===== config.mk =====
export PLATFORM = sky130hd
export DESIGN_NAME = fccc_apb_cfg_master_flat
export DESIGN_NICKNAME = d
export VERILOG_FILES = /design/src/rtl/fccc_apb_cfg_master_if.sv /design/src/rtl/fccc_apb_cfg_master.sv /design/src/flat_wrapper.sv
export SDC_FILE = /design/constraint.sdc
export NUM_CORES = 1
export LEC_CHECK = 0
export CAP_MARGIN = 10
export CORE_ASPECT_RATIO = 1.2
export CORE_MARGIN = 8
export CORE_UTILIZATION = 45
export CTS_CLUSTER_SIZE = 28
export DETAILED_ROUTE_END_ITERATION = 10
export HOLD_SLACK_MARGIN = 0.15
export PLACE_DENSITY = 0.72
export RECOVER_POWER = 100
export SLEW_MARGIN = 10
export SYNTH_ARGS = -nofsm -noshare
export SYNTH_HDL_FRONTEND = slang
export SYNTH_SLANG_ARGS = --single-unit

===== constraint.sdc =====
create_clock -name PCLK -period 2.1 [get_ports PCLK]
set_input_delay 0.42 -clock PCLK [delete_from_list [all_inputs] [get_ports PCLK]]
set_output_delay 0.42 -clock PCLK [all_outputs]
set_load 0.02 [all_outputs]

===== src/rtl/fccc_apb_cfg_master_if.sv =====
// CCC dynamic-configuration APB port plus the PLL reset/lock handshake.
// The master modport is the initiator side; the slave modport is the CCC/PLL side.
interface fccc_apb_cfg_master_if #(
    parameter int ADDR_W = 6,
    parameter int DATA_W = 8
);
    logic              PSEL;
    logic              PENABLE;
    logic              PWRITE;
    logic [ADDR_W-1:0] PADDR;
    logic [DATA_W-1:0] PWDATA;
    logic [DATA_W-1:0] PRDATA;
    logic              BUSY;
    logic              PLL_ARST_N;
    logic              LOCK;

    modport master (
        output PSEL, PENABLE, PWRITE, PADDR, PWDATA, PLL_ARST_N,
        input  PRDATA, BUSY, LOCK
    );

    modport slave (
        input  PSEL, PENABLE, PWRITE, PADDR, PWDATA, PLL_ARST_N,
        output PRDATA, BUSY, LOCK
    );
endinterface


===== src/rtl/fccc_apb_cfg_master.sv =====
// APB initiator for the FCCC dynamic-configuration port with PLL reset/lock commit.
// Optional write readback-verify is enabled by defining FCCC_CFG_READBACK_EN.
//
// state       | meaning
// IDLE        | cmd_ready high, waiting for a command
// SETUP       | APB setup phase (PSEL=1, PENABLE=0)
// ACCESS      | APB access phase, extended while BUSY, bounded by TIMEOUT
// RB_SETUP    | readback setup phase of the just-written address (macro only)
// RB_ACCESS   | readback access phase, data compared to wdata (macro only)
// PLL_RST     | PLL_ARST_N held low for RST_CYCLES
// LOCK_WAIT   | waiting for synchronized LOCK, bounded by TIMEOUT
// RESP        | one-cycle rsp_valid
module fccc_apb_cfg_master #(
    parameter int ADDR_W     = 6,
    parameter int DATA_W     = 8,
    parameter int RST_CYCLES = 16,
    parameter int TIMEOUT    = 65535
) (
    input  logic                  PCLK,
    input  logic                  PRESET_N,
    input  logic                  cmd_valid,
    output logic                  cmd_ready,
    input  logic [1:0]            cmd_op,
    input  logic [ADDR_W-1:0]     cmd_addr,
    input  logic [DATA_W-1:0]     cmd_wdata,
    output logic                  rsp_valid,
    output logic [DATA_W-1:0]     rsp_rdata,
    output logic                  rsp_err,
    output logic                  cfg_locked,
    fccc_apb_cfg_master_if.master ccc
);
    localparam logic [1:0]  OP_WR    = 2'b00;
    localparam logic [1:0]  OP_RD    = 2'b01;
    localparam logic [1:0]  OP_COMMIT = 2'b10;
    localparam logic [15:0] TO_LAST  = 16'(TIMEOUT - 1);
    localparam logic [15:0] RST_LAST = 16'(RST_CYCLES - 1);

    typedef enum logic [2:0] {
        S_IDLE,
        S_SETUP,
        S_ACCESS,
`ifdef FCCC_CFG_READBACK_EN
        S_RB_SETUP,
        S_RB_ACCESS,
`endif
        S_PLL_RST,
        S_LOCK_WAIT,
        S_RESP
    } state_t;

    state_t            r_state;
    logic              r_is_wr;
    logic [15:0]       r_cnt;
    logic              r_psel;
    logic              r_penable;
    logic              r_pwrite;
    logic [ADDR_W-1:0] r_paddr;
    logic [DATA_W-1:0] r_pwdata;
    logic              r_arst_n;
    logic              r_cmd_ready;
    logic              r_rsp_valid;
    logic              r_rsp_err;
    logic [DATA_W-1:0] r_rsp_rdata;
    logic              r_sync1;
    logic              r_sync2;
`ifdef FCCC_CFG_READBACK_EN
    logic [DATA_W-1:0] r_wdata;
`endif

    always_ff @(posedge PCLK or negedge PRESET_N) begin
        if (!PRESET_N) begin
            r_sync1 <= 1'b0;
            r_sync2 <= 1'b0;
        end else begin
            r_sync1 <= ccc.LOCK;
            r_sync2 <= r_sync1;
        end
    end

    always_ff @(posedge PCLK or negedge PRESET_N) begin
        if (!PRESET_N) begin
            r_state     <= S_IDLE;
            r_is_wr     <= 1'b0;
            r_cnt       <= '0;
            r_psel      <= 1'b0;
            r_penable   <= 1'b0;
            r_pwrite    <= 1'b0;
            r_paddr     <= '0;
            r_pwdata    <= '0;
            r_arst_n    <= 1'b1;
            r_cmd_ready <= 1'b1;
            r_rsp_valid <= 1'b0;
            r_rsp_err   <= 1'b0;
            r_rsp_rdata <= '0;
`ifdef FCCC_CFG_READBACK_EN
            r_wdata     <= '0;
`endif
        end else begin
            r_rsp_valid <= 1'b0;
            case (r_state)
                S_IDLE: begin
                    if (cmd_valid) begin
                        r_cmd_ready <= 1'b0;
                        r_cnt       <= '0;
                        r_is_wr     <= (cmd_op == OP_WR);
`ifdef FCCC_CFG_READBACK_EN
                        r_wdata     <= cmd_wdata;
`endif
                        if (cmd_op == OP_WR || cmd_op == OP_RD) begin
                            r_state  <= S_SETUP;
                            r_psel   <= 1'b1;
                            r_pwrite <= (cmd_op == OP_WR);
                            r_paddr  <= cmd_addr;
                            r_pwdata <= (cmd_op == OP_WR) ? cmd_wdata : '0;
                        end else if (cmd_op == OP_COMMIT) begin
                            r_state  <= S_PLL_RST;
                            r_arst_n <= 1'b0;
                        end else begin
                            r_state     <= S_RESP;
                            r_rsp_valid <= 1'b1;
                            r_rsp_err   <= 1'b1;
                            r_rsp_rdata <= '0;
                        end
                    end
                end
                S_SETUP: begin
                    r_penable <= 1'b1;
                    r_state   <= S_ACCESS;
                end
                S_ACCESS: begin
                    if (!ccc.BUSY) begin
`ifdef FCCC_CFG_READBACK_EN
                        if (r_is_wr) begin
                            // Re-address the same register as a read for verification.
                            r_state   <= S_RB_SETUP;
                            r_penable <= 1'b0;
                            r_pwrite  <= 1'b0;
                            r_pwdata  <= '0;
                            r_cnt     <= '0;
                        end else begin
`endif
                            r_state     <= S_RESP;
                            r_rsp_valid <= 1'b1;
                            r_rsp_err   <= 1'b0;
                            r_rsp_rdata <= r_is_wr ? '0 : ccc.PRDATA;
                            r_psel      <= 1'b0;
                            r_penable   <= 1'b0;
                            r_pwrite    <= 1'b0;
                            r_paddr     <= '0;
                            r_pwdata    <= '0;
`ifdef FCCC_CFG_READBACK_EN
                        end
`endif
                    end else if (r_cnt == TO_LAST) begin
                        r_state     <= S_RESP;
                        r_rsp_valid <= 1'b1;
                        r_rsp_err   <= 1'b1;
                        r_rsp_rdata <= '0;
                        r_psel      <= 1'b0;
                        r_penable   <= 1'b0;
                        r_pwrite    <= 1'b0;
                        r_paddr     <= '0;
                        r_pwdata    <= '0;
                    end else begin
                        r_cnt <= r_cnt + 16'd1;
                    end
                end
`ifdef FCCC_CFG_READBACK_EN
                S_RB_SETUP: begin
                    r_penable <= 1'b1;
                    r_state   <= S_RB_ACCESS;
                end
                S_RB_ACCESS: begin
                    if (!ccc.BUSY || r_cnt == TO_LAST) begin
                        r_state     <= S_RESP;
                        r_rsp_valid <= 1'b1;
                        r_rsp_err   <= ccc.BUSY || (ccc.PRDATA != r_wdata);
                        r_rsp_rdata <= ccc.BUSY ? '0 : ccc.PRDATA;
                        r_psel      <= 1'b0;
                        r_penable   <= 1'b0;
                        r_paddr     <= '0;
                    end else begin
                        r_cnt <= r_cnt + 16'd1;
                    end
                end
`endif
                S_PLL_RST: begin
                    if (r_cnt == RST_LAST) begin
                        r_state  <= S_LOCK_WAIT;
                        r_arst_n <= 1'b1;
                        r_cnt    <= '0;
                    end else begin
                        r_cnt <= r_cnt + 16'd1;
                    end
                end
                S_LOCK_WAIT: begin
                    if (r_sync2 || r_cnt == TO_LAST) begin
                        r_state     <= S_RESP;
                        r_rsp_valid <= 1'b1;
                        r_rsp_err   <= !r_sync2;
                        r_rsp_rdata <= '0;
                    end else begin
                        r_cnt <= r_cnt + 16'd1;
                    end
                end
                S_RESP: begin
                    r_state     <= S_IDLE;
                    r_cmd_ready <= 1'b1;
                end
                default: begin
                    r_state     <= S_IDLE;
                    r_cmd_ready <= 1'b1;
                end
            endcase
        end
    end

    assign cmd_ready      = r_cmd_ready;
    assign rsp_valid      = r_rsp_valid;
    assign rsp_err        = r_rsp_err;
    assign rsp_rdata      = r_rsp_rdata;
    assign cfg_locked     = r_sync2 && (r_state != S_PLL_RST) && (r_state != S_LOCK_WAIT);
    assign ccc.PSEL       = r_psel;
    assign ccc.PENABLE    = r_penable;
    assign ccc.PWRITE     = r_pwrite;
    assign ccc.PADDR      = r_paddr;
    assign ccc.PWDATA     = r_pwdata;
    assign ccc.PLL_ARST_N = r_arst_n;
endmodule


===== src/flat_wrapper.sv =====
// flat-port wrapper written by rule: the top's interface ports become plain ports
module fccc_apb_cfg_master_flat 
#(
    parameter int ADDR_W     = 6,
    parameter int DATA_W     = 8,
    parameter int RST_CYCLES = 16,
    parameter int TIMEOUT    = 65535
)
  (PCLK, PRESET_N, cmd_valid, cmd_ready, cmd_op, cmd_addr, cmd_wdata, rsp_valid, rsp_rdata, rsp_err, cfg_locked, ccc_PSEL, ccc_PENABLE, ccc_PWRITE, ccc_PADDR, ccc_PWDATA, ccc_PLL_ARST_N, ccc_PRDATA, ccc_BUSY, ccc_LOCK);
  fccc_apb_cfg_master_if #(.ADDR_W(ADDR_W), .DATA_W(DATA_W)) ccc_i ();
  input  logic PCLK;
  input  logic PRESET_N;
  input  logic cmd_valid;
  output logic cmd_ready;
  input  logic [1:0] cmd_op;
  input  logic [ADDR_W-1:0] cmd_addr;
  input  logic [DATA_W-1:0] cmd_wdata;
  output logic rsp_valid;
  output logic [DATA_W-1:0] rsp_rdata;
  output logic rsp_err;
  output logic cfg_locked;
  output wire logic [$bits(ccc_i.PSEL)-1:0] ccc_PSEL;
  output wire logic [$bits(ccc_i.PENABLE)-1:0] ccc_PENABLE;
  output wire logic [$bits(ccc_i.PWRITE)-1:0] ccc_PWRITE;
  output wire logic [$bits(ccc_i.PADDR)-1:0] ccc_PADDR;
  output wire logic [$bits(ccc_i.PWDATA)-1:0] ccc_PWDATA;
  output wire logic [$bits(ccc_i.PLL_ARST_N)-1:0] ccc_PLL_ARST_N;
  input wire logic [$bits(ccc_i.PRDATA)-1:0] ccc_PRDATA;
  input wire logic [$bits(ccc_i.BUSY)-1:0] ccc_BUSY;
  input wire logic [$bits(ccc_i.LOCK)-1:0] ccc_LOCK;
  assign ccc_PSEL = ccc_i.PSEL;
  assign ccc_PENABLE = ccc_i.PENABLE;
  assign ccc_PWRITE = ccc_i.PWRITE;
  assign ccc_PADDR = ccc_i.PADDR;
  assign ccc_PWDATA = ccc_i.PWDATA;
  assign ccc_PLL_ARST_N = ccc_i.PLL_ARST_N;
  assign ccc_i.PRDATA = ccc_PRDATA;
  assign ccc_i.BUSY = ccc_BUSY;
  assign ccc_i.LOCK = ccc_LOCK;
  fccc_apb_cfg_master #(.ADDR_W(ADDR_W), .DATA_W(DATA_W), .RST_CYCLES(RST_CYCLES), .TIMEOUT(TIMEOUT)) u_core (.PCLK(PCLK), .PRESET_N(PRESET_N), .cmd_valid(cmd_valid), .cmd_ready(cmd_ready), .cmd_op(cmd_op), .cmd_addr(cmd_addr), .cmd_wdata(cmd_wdata), .rsp_valid(rsp_valid), .rsp_rdata(rsp_rdata), .rsp_err(rsp_err), .cfg_locked(cfg_locked), .ccc(ccc_i));
endmodule

==> results.py <==
metrics = {
    "placement": {
        "post-place-cells": 399,
        "dp_hpwl_um": 4960,
        "gp_congestion": 0.889,
        "port_buffers": 58,
        "place_ws_ps": -300,
        "placed_area_um2": 3390,
    },
    "grt": {
        "grt_start_max_net_pins": 52,
        "antenna_found_initial": 0,
        "grt_overflow": 0,
        "grt_pass1_vias": 2241,
        "grt_pass1_wl_um": 11000,
        "track_usage_pct": 15.8,
    },
    "clock_tree": {
        "cts_tree": "yes",
        "clk-insertion-delay-late_ps": 300,
        "ctsRootBufferMaster": "clkbuf_8",
        "cts_buffers": 5,
        "h-tree-depth": 2,
        "clk_path_buf_depth": 2,
        "clk_pin_slew_ps": 90,
        "clock-sinks": 51,
    },
    "synthesis": {
        "yosys_warnings": 0,
        "yosysTopAreaCellShare_pct": 48.9,
        "yosys-top-cells-area": "dfrtp_1 49%, nand2_1 4.3%, a21oi_1 3.4%",
        "synthTopCellsByCount": "49 x dfrtp_1, 29 x nand2_1, 17 x a21oi_1, 15 x inv_1",
        "syn_area_um2": 2510,
        "syn_area_per_cell_um2": 9.79,
        "synth_enable_flop_cells": 0,
        "seq_area_frac_synth_pct": 51.0,
        "synth_top_cell_by_area": "dfrtp_1",
        "synthArstFlopShare_pct": 100,
        "synthCells": 256,
        "synth_top_flop_cell": "dfrtp_1",
        "yosysMostFrequentCell": "dfrtp_1",
        "yosys_register_bits": 51,
        "synth_nets": 287,
        "synth_cell_types": 47,
    },
    "critical_path": {
        "required_ps": 2300,
        "critPathTopFamily": "simple AND/OR/NAND/NOR gates",
        "worst_path_max_delay_cell": "or4_4",
        "path_buf_inv": 2,
        "path_max_fanout": 10,
        "endpoint_kind": "flip-flop",
        "critPathLaunchType": "flip-flop",
        "path_cells": "inv_2 -> ha_4 -> nand4_1 -> or4_4 -> a21o_1 -> or2_1 -> buf_6 -> a32o_1",
        "critical_path_class": "flip-flop to flip-flop",
        "cpPeakStageDelay_ps": 450,
        "arrival_ps": 2240,
    },
    "floorplan": {
        "die_y_um": 97.8,
        "die_w_um": 84.1,
        "die_area_um2": 8220,
        "ioPinCount": 59,
        "row_count": 29,
        "start_util_pct": 47.0,
        "core-area_um2": 5330,
    },
    "sta": {
        "setup_ws_ps": 52.3,
        "period_share_pct": 97.5,
        "grt_setup_unrepaired": "yes",
        "setup_viol": 0,
        "fmax_ghz": 0.488,
        "finalCriticalPeriod_ps": 2050,
        "skew_ps": 11.4,
        "tightestPinTransition_ps": 1240,
        "relSlewSlack_pct": 17.1,
        "hold_viol_final": 0,
        "drv_slew": 0,
        "whs_ps": 356,
    },
    "power_and_ir_drop": {
        "power.density_nw_per_um2": 1210,
        "power.leakage_uw": 0.00159,
        "ir_drop_v": 0.000647,
    },
    "finish": {
        "stdcell_area_um2": 3590,
        "multiInputGateArea_um2": 1150,
        "fin_cells": 412,
        "drive_above_1_share_pct": 20.3,
        "n_fill_cell": 452,
        "syn_to_final_growth_pct": 43.4,
        "final_nets": 380,
        "diodes": 0,
        "final-seq-area_um2": 1280,
        "post-route-util_pct": 67.4,
    },
    "detailed_routing": {
        "vias": 2315,
        "drtIter0Drc": 161,
        "firstDrtPassIters": 4,
        "postRouteAntennaNets": 0,
        "wl_um": 6630,
        "via_per_inst": 5.62,
        "wl_per_cell_um": 16.1,
        "drc": 0,
    },
    "run_status": {
        "status": "finished, final reports clean",
    },
    "worst_hold_path": {
        "min_path_type": "flip-flop to flip-flop",
    },
    "run": {
        "drv_cap": 0,
    },
}
state kept, by name (all words and copies together), names as in the netlist:
signal / cells
u_core.rsp_rdata: 8
u_core.r_cnt: 16
u_core.r_state: 3
u_core.ccc.PSEL: 1
u_core.r_is_wr: 1
u_core.r_sync1: 1
u_core.cmd_ready: 1
u_core.ccc.PADDR: 6
u_core.ccc.PWDATA: 8
u_core.rsp_err: 1
u_core.ccc.PENABLE: 1
u_core.r_sync2: 1
u_core.ccc.PLL_ARST_N: 1
u_core.rsp_valid: 1
u_core.ccc.PWRITE: 1
where the power goes:
group / switching, µW / total (µW) / internal, µW
Clock: 319 / 675 / 356
Combinational: 1210 / 2260 / 1050
Sequential: 168 / 1420 / 1250
Total: 1700 / 4360 / 2660
layer usage:
metal  global-route usage [%]  share of wire (%)  up-vias
met5                        0                  0        -
met4                     4.53               0.80        0
met3                     4.16                5.4        5
met2                     26.9                 52       52
met1                     19.0                 42     1130
li1                         -                  -     1128
placed cells by master, fill, tap and decap left out, drive strengths merged, types with 3 or more instances in the layout:
cell           instances
a22o                   9
a32oi                  4
and2b                  3
nor2                  12
o22ai                 10
o21ai                 12
nand2b                 3
dlygate4sd3           28
o31ai                  5
clkdlybuf4s50         28
nor3                   4
dfrtp                 49
nand4                 11
or4                    3
a22oi                  3
buf                   42
a21oi                 17
and2                   3
nand3                 11
a32o                   8
inv                   15
clkbuf                 8
nor2b                  4
nor4                   4
nand2                 29
worst paths after layout:
path                                         to  cells after the start  slack [ps]             from
max in group asynchronous      u_core.r_cnt[10]                      2         820         PRESET_N
min in group asynchronous  u_core.ccc.PWDATA[5]                      2         450         PRESET_N
max                        u_core.ccc.PWDATA[2]                      8          50  u_core.r_cnt[0]
min                              u_core.r_sync2                      0         360   u_core.r_sync1
min reg2reg                      u_core.r_sync2                      0         360   u_core.r_sync1
max reg2reg                u_core.ccc.PWDATA[2]                      8          50  u_core.r_cnt[0]
logic make-up (layout without fill, tap and decap cells):
kind of cell	count (synthesis)	count (layout)	share of synthesized area (%)
DFF	51	51	51.0
xor gates and xnor gates	1	1	0.350
AOI/OAI and AO/OA	76	77	21.7
adders and majority gates	2	2	0.998
and+or+nand+nor	95	95	20.8
buffers and inverters	31	124	5.14
worst reg2reg max path: cells and delay by family (launching register included):
kind,cells,cell delay [ps]
compound gates,2,430
buf+inv,2,230
simple gates,3,770
flops,1,400
fa+ha+maj,1,130
through the flow:
step	TNS (ps)	total power (µW)
3_3_place_gp	-3400	3630
3_5_place_dp	-5500	3680
5_1_grt	-1.27	4630
6_report	0	4360
2_1_floorplan	0	2680
4_1_cts	-1.86	4390
area by class of cell:
cell class                      instances  share of cell area [%]
Sequential cell                        51                    35.6
Clock buffer                            6                    2.02
Clock inverter                          2                    1.04
Multi-Input combinational cell        175                    32.1
Timing Repair Buffer                  101                    25.4
Tap cell                               62                    2.16
Inverter                               15                    1.57
repair_timing:
item | in CTS | in global routing
endpoints found under the setup margin | 26 | 34
pin swaps | 5 | 3
resized for setup | 5 | 13
endpoints found under the hold margin | 0 | 0
hold buffers | 0 | 0
buffers inserted | 1 | 3
gates cloned | 0 | 1
No activity file was read; power rests on OpenSTA's default activity.
